**src/rtl/async_fifo_pkg.sv**
```systemverilog
// Shared definitions for both halves of the async FIFO: default sizes and
// Gray/binary pointer conversions (width-agnostic up to 32 bits, zero-extended).
package async_fifo_pkg;

  localparam int DW_DEF = 18;
  localparam int AW_DEF = 7;

  function automatic logic [31:0] bin2gray(input logic [31:0] b);
    return b ^ (b >> 1);
  endfunction

  // Each binary bit is the XOR of all Gray bits at or above it; zero upper bits are neutral.
  function automatic logic [31:0] gray2bin(input logic [31:0] g);
    logic [31:0] b;
    b[31] = g[31];
    for (int i = 30; i >= 0; i--) begin
      b[i] = b[i+1] ^ g[i];
    end
    return b;
  endfunction

endpackage

```
**src/rtl/fifo_rd_ctrl_ptr_sync.sv**
```systemverilog
// N-bit two-flop synchroniser for Gray-coded pointers crossing clock domains.
// Shared by both FIFO sides; clears to zero on the async reset.
module ptr_sync #(
  parameter int N = 8
) (
  input  logic         clk_i,
  input  logic         rst_i,
  input  logic [N-1:0] d_i,
  output logic [N-1:0] q_o
);

  logic [N-1:0] meta_q;
  logic [N-1:0] sync_q;

  // Two-stage capture of the foreign-domain pointer.
  always_ff @(posedge clk_i or posedge rst_i) begin
    if (rst_i) begin
      meta_q <= '0;
      sync_q <= '0;
    end else begin
      meta_q <= d_i;
      sync_q <= meta_q;
    end
  end

  assign q_o = sync_q;

endmodule

```
**src/rtl/fifo_rd_ctrl.sv**
```systemverilog
// Read-side controller of the async FIFO: read pointer, synchronised write pointer,
// RAM read port and a 2-entry skid buffer presenting a first-word-fall-through stream.
module fifo_rd_ctrl
  import async_fifo_pkg::*;
#(
  parameter int DW = DW_DEF,
  parameter int AW = AW_DEF
) (
  input  logic          rclk,
  input  logic          rrst,
  input  logic [AW:0]   wptr_gray,
  output logic [AW:0]   rptr_gray,
  output logic [AW-1:0] rd_addr,
  input  logic [DW-1:0] rd_data,
  output logic          out_valid,
  input  logic          out_ready,
  output logic [DW-1:0] out_data,
  output logic          empty,
  output logic [AW:0]   rd_count
);

  localparam int PW = AW + 1;

  logic [PW-1:0] wptr_sync;
  logic [PW-1:0] wbin;
  logic [PW-1:0] unfetched;
  logic [PW-1:0] rbin_q, rbin_d;
  logic [PW-1:0] rptr_gray_q, rptr_gray_d;
  logic [1:0]    ob_cnt_q, ob_cnt_d;
  logic [DW-1:0] ob0_q, ob0_d;
  logic [DW-1:0] ob1_q, ob1_d;
  logic          inflight_q, inflight_d;
  logic          empty_q, empty_d;
  logic          pop;
  logic          fetch;
  logic [2:0]    occ_after;

  ptr_sync #(.N(PW)) u_wptr_sync (
    .clk_i (rclk),
    .rst_i (rrst),
    .d_i   (wptr_gray),
    .q_o   (wptr_sync)
  );

  // Pointer arithmetic, fetch decision and skid-buffer next state.
  always_comb begin
    wbin        = PW'(gray2bin(32'(wptr_sync)));
    unfetched   = wbin - rbin_q;
    pop         = (ob_cnt_q != 2'd0) & out_ready;
    // Slots still claimed after this edge; a fetch needs one free for the RAM word.
    occ_after   = {1'b0, ob_cnt_q} + {2'b00, inflight_q} - {2'b00, pop};
    fetch       = (unfetched != '0) & (occ_after < 3'd2);
    rbin_d      = fetch ? (rbin_q + {{AW{1'b0}}, 1'b1}) : rbin_q;
    rptr_gray_d = PW'(bin2gray(32'(rbin_d)));
    inflight_d  = fetch;

    ob0_d    = ob0_q;
    ob1_d    = ob1_q;
    ob_cnt_d = ob_cnt_q;
    case ({pop, inflight_q})
      2'b11: begin
        if (ob_cnt_q == 2'd1) begin
          ob0_d = rd_data;
        end else begin
          ob0_d = ob1_q;
          ob1_d = rd_data;
        end
      end
      2'b10: begin
        ob0_d    = ob1_q;
        ob_cnt_d = ob_cnt_q - 2'd1;
      end
      2'b01: begin
        if (ob_cnt_q == 2'd0) begin
          ob0_d = rd_data;
        end else begin
          ob1_d = rd_data;
        end
        ob_cnt_d = ob_cnt_q + 2'd1;
      end
      default: begin
        ob_cnt_d = ob_cnt_q;
      end
    endcase

    rd_count = unfetched + {{AW{1'b0}}, inflight_q} + {{(PW-2){1'b0}}, ob_cnt_q};
    empty_d  = (rd_count == '0);
  end

  // Read-domain state registers.
  always_ff @(posedge rclk or posedge rrst) begin
    if (rrst) begin
      rbin_q      <= '0;
      rptr_gray_q <= '0;
      ob_cnt_q    <= 2'd0;
      ob0_q       <= '0;
      ob1_q       <= '0;
      inflight_q  <= 1'b0;
      empty_q     <= 1'b1;
    end else begin
      rbin_q      <= rbin_d;
      rptr_gray_q <= rptr_gray_d;
      ob_cnt_q    <= ob_cnt_d;
      ob0_q       <= ob0_d;
      ob1_q       <= ob1_d;
      inflight_q  <= inflight_d;
      empty_q     <= empty_d;
    end
  end

  assign rptr_gray = rptr_gray_q;
  assign rd_addr   = rbin_q[AW-1:0];
  assign out_valid = (ob_cnt_q != 2'd0);
  assign out_data  = ob0_q;
  assign empty     = empty_q;

endmodule

```
**config.mk**
```make
export PLATFORM = sky130hd
export DESIGN_NAME = fifo_rd_ctrl
export DESIGN_NICKNAME = d
export VERILOG_FILES = /design/src/rtl/async_fifo_pkg.sv /design/src/rtl/fifo_rd_ctrl_ptr_sync.sv /design/src/rtl/fifo_rd_ctrl.sv
export SDC_FILE = /design/constraint.sdc
export NUM_CORES = 1
export LEC_CHECK = 0
export CELL_PAD_IN_SITES_DETAIL_PLACEMENT = 0
export CELL_PAD_IN_SITES_GLOBAL_PLACEMENT = 1
export CORE_MARGIN = 2
export CORE_UTILIZATION = 45
export DETAILED_ROUTE_END_ITERATION = 8
export GPL_TIMING_DRIVEN = 0
export HOLD_SLACK_MARGIN = 0.06
export PLACE_DENSITY = 0.95
export REMOVE_ABC_BUFFERS = 1
export SLEW_MARGIN = 20
export SYNTH_ARGS = -nofsm -noshare
export SYNTH_HDL_FRONTEND = slang
export SYNTH_SLANG_ARGS = --single-unit
export TNS_END_PERCENT = 10
```
**constraint.sdc**
```tcl
create_clock -name rclk -period 7.18 [get_ports rclk]
set_input_delay 1.436 -clock rclk [delete_from_list [all_inputs] [get_ports rclk]]
set_output_delay 1.436 -clock rclk [all_outputs]
set_load 0.01 [all_outputs]
```
==> results.txt <==
The DRC violation count after routing came out at 0. The number of setup violations in the final report is 0. Detailed placement ended at an HPWL of 5.99 mm. The post-detailed-routing wire length came out at roughly 8.6 mm. The final hold slack came out at 0.346 ns.

The count of placed standard cells in the final layout, fillers left out came out at 532. The mean instance size in the synthesized netlist is 11.2 µm². The total CTS buffers came out at 9. STA classifies the critical path endpoint as a primary output. The die boundary width is 97.4 µm. Combinational logic burns 65.1% of the power. The first detailed-routing pass ran for 4 iterations. The number of synthesized flops with an enable pin came out at 0. The growth of design area from synthesis to finish is 27.2%.

Clock tree synthesis found a total of 71 sinks. Summing the sequential cell areas from Yosys gives 45.3% of the chip area. After floorplanning, the core was sized to cover 8590 µm². The pin count of the biggest net entering global routing is 47. The number of rows in the core area came out at 34. The average wire length per cell after detail routing came out at 16.1 µm. The boundary pin count came out at 72. The number of instances in the synthesized netlist is 349.

The clock transition at the registers of the reported paths came out at 0.08 ns. Net switching is 42.5% of the power. The global placement routability congestion came out at 0.823.

The antenna diode count is 0. The library cell used most frequently in the layout, excluding fill and tap cells, is clkdlybuf4s50_1. Across the run, the number of max-cap violations was 0.

The worst setup path is launched from a register. The floorplan die height came out at just under 100 µm. After synthesis, the largest area contributor takes up 44.6% of total cell area. The initial cell density of the core is 45.7%.

The tree is rooted in a clkbuf_8. The number of instances on the worst hold path came out at 0. The flow ran to the end, and the final reports show no timing, DRC or antenna violations. The largest area contributor in the netlist is dfrtp_1.

The overall die area came out at between 9000 and 10,000 µm². The first-pass GRT wire length came out at 14.6 mm. The count of buffers added on input and output ports is 71. Setup repair after global routing left no endpoint under its margin. The total number of vias is 2,939.

In this run the static leakage power is 2.18 nW. The maximum count of clock buffers along a single path is 2. The number of nets in the layout came out at 467. The fraction of the cycle the final worst path needs is 92.8%.

Global routing consumed, over all layers together, 19.0% of the routing resources. The final period demand of the worst path is 6.66 ns. The internal power summed over all cells came out at 1.66 mW.

The transition time at the pin with the least slew margin is between 0.8 and 0.9 ns. CTS built an H-tree with a depth of 3. Cells with a size suffix above 1 make up 11.8% of the layout.

In this run the power density over the cells is 578 nW/µm². The relative contribution of the clock network to total power is 10.9%. The total negative slack is 0 ns.

The net load switching power came out at ~1.2 mW. The maximum clock skew at final layout came out at 0.0124 ns. The via count of the first global-routing pass is 3,093. The total placed cells including tap cells came out at a little over 500. The violation count after the first detailed-route iteration came out at 99. Across all setup checks in the final design, the least slack found is 0.516 ns. The min-delay analysis places its worst path in the category register to register. The worst slack after detailed placement is 0.868 ns.

The cell area after synthesis is about 3900 µm². After synthesis, the cell types taking the most area are dfrtp_1, xnor2_1, mux2i_1. The fmax is between 0.15 and 0.2 GHz. The post-CTS setup buffer count came out at 0. The via density per instance came out at 5.52. The antenna violation net count after detailed routing came out at 0. The required time at the worst-slack endpoint is 5.74 ns. The remaining global-route overflow is 0. The max-slew violation total from the final report is 0. The number of unique standard cell types used by synthesis came out at 44. By startpoint and endpoint, the worst setup path is classified as register to primary output. Counting flops and latches in the post-synthesis netlist gives 71. The CTS tree is done. The count of final hold-check violations was 0. The worst vdd rail ir drop is 218 µV. The clock network latency to the later pin of the worst-skew pair came out at between 0.3 and 0.4 ns.

Cells fill 58.1% of the core in the end. Data arrives at the worst endpoint at between 5 and 6 ns. Of all nets on the critical path, the largest fanout is 7.

The worst pin sits at a relative slew slack of 42.8%. In the layout the commonest cells are clkdlybuf4s50_1, dfrtp_1, xnor2_1, a21o_1, mux2i_1. The number of antenna violations at the first check in global routing came to 0. For this run, the leading register cell type out of synthesis is dfrtp_1. The async set or reset register ratio after synthesis came out at 100%. The total of warnings raised by yosys came out at 0. The depth of the most critical reg-to-reg path is 16.

The fraction of power consumed by sequential logic came out at 24.0%.
==> final timing paths <==
check | slack, ns | to | from
min in group asynchronous | 1.40 | rbin_q[6] | rrst
worst max register to register | 2.39 | rptr_gray[0] | u_wptr_sync.q_o[7]
worst min-delay path | 0.35 | u_wptr_sync.q_o[4] | u_wptr_sync.meta_q[4]
max in group asynchronous | 5.23 | ob_cnt_q[0] | rrst
worst max-delay path | 0.52 | rd_count[7] | u_wptr_sync.q_o[7]
worst min register to register | 0.35 | u_wptr_sync.q_o[4] | u_wptr_sync.meta_q[4]
==> per-layer routing <==
| layer | routed length, µm | vias to the layer above | GRT usage [%] |
|---|---|---|---|
| li1 | - | 1396 | - |
| met1 | 3670 | 1465 | 22.4 |
| met2 | 4330 | 68 | 32.8 |
| met3 | 476 | 10 | 5.61 |
| met4 | 107 | 0 | 6.84 |
| met5 | 0 | - | 0 |
==> sequential cells by signal, summed over array words and instances, names as in the netlist <==
signal	count
inflight_q	1
ob_cnt_q	2
out_data	18
u_wptr_sync.q_o	8
rbin_q	8
ob1_q	18
u_wptr_sync.meta_q	8
empty	1
rptr_gray	7
==> layout make-up <==
cell class | count | area [µm²]
sequential | 71 | 1780
clock inverter | 6 | 61.3
tap | 108 | 135
multi-input combinational | 242 | 2030
inverter | 21 | 81.3
fill | 757 | 3600
clock buffer | 10 | 128
timing repair buffer | 74 | 777
==> cell families (layout without fill, tap and decap cells) <==
group / Yosys count / in the layout / synth area share, %
AO/OA/AOI/OAI: 93 / 93 / 18.4
XOR/XNOR: 38 / 38 / 8.48
adder cells (fa/ha/maj): 19 / 19 / 6.82
buffers and inverters: 36 / 111 / 3.63
flip-flops: 71 / 71 / 45.3
multiplexers: 39 / 39 / 10.5
AND/OR/NAND/NOR: 53 / 53 / 6.85
==> power groups by stage <==
stage	Clock [mW]	Combinational, mW	Sequential, mW
final	0.315	1.88	0.692
after global routing	0.341	2.06	0.714
after detailed placement	0	1.88	0.697
after global placement	0	1.81	0.686
after CTS	0.322	1.89	0.691
after floorplan	0	1.17	0.715
==> worst max-delay path: stages, from the launching register on <==
cell and delay (ns):
dfrtp_1 0.41, xor2_1 0.27, xnor2_1 0.20, xor2_1 0.25, xnor2_1 0.24, xnor2_1 0.20, xor2_1 0.38, xor2_1 0.14
ha_1 0.24, fa_1 0.40, nand2b_1 0.21, a21oi_1 0.25, xor2_2 0.40, nand3_1 0.18, nor3_1 0.31, xnor2_1 0.21
clkdlybuf4s50_1 0.59
==> Yosys cell counts, types with 2 or more instances <==
library cell,count
dfrtp_1,70
xnor2_1,26
a21o_1,22
inv_1,21
mux2i_1,21
a211oi_1,20
a221oi_1,18
mux2_2,18
ha_1,15
nand2_1,13
xor2_1,12
a21oi_1,11
nor2_1,11
clkbuf_1,10
nand3_1,7
nand2b_1,5
nor3_1,5
o21ai_0,5
and2_1,4
buf_1,4
fa_1,4
o2bb2ai_1,3
a21boi_2,2
a2bb2oi_1,2
==> per-stage QoR <==
stage               instance area [µm²]  power, mW
floorplan                          3860       1.88
global placement                   4710       2.49
detailed placement                 4800       2.58
CTS                                4980       2.90
global route                       4990       3.12
finish                             4990       2.89
==> what timing repair did <==
| action | in CTS | in global routing |
|---|---|---|
| endpoints found under the setup margin | 0 | 1 |
| hold buffers | 0 | 0 |
| endpoints found under the hold margin | 0 | 0 |
| resized for setup | 0 | 1 |
(Power assumes the default switching activity.)
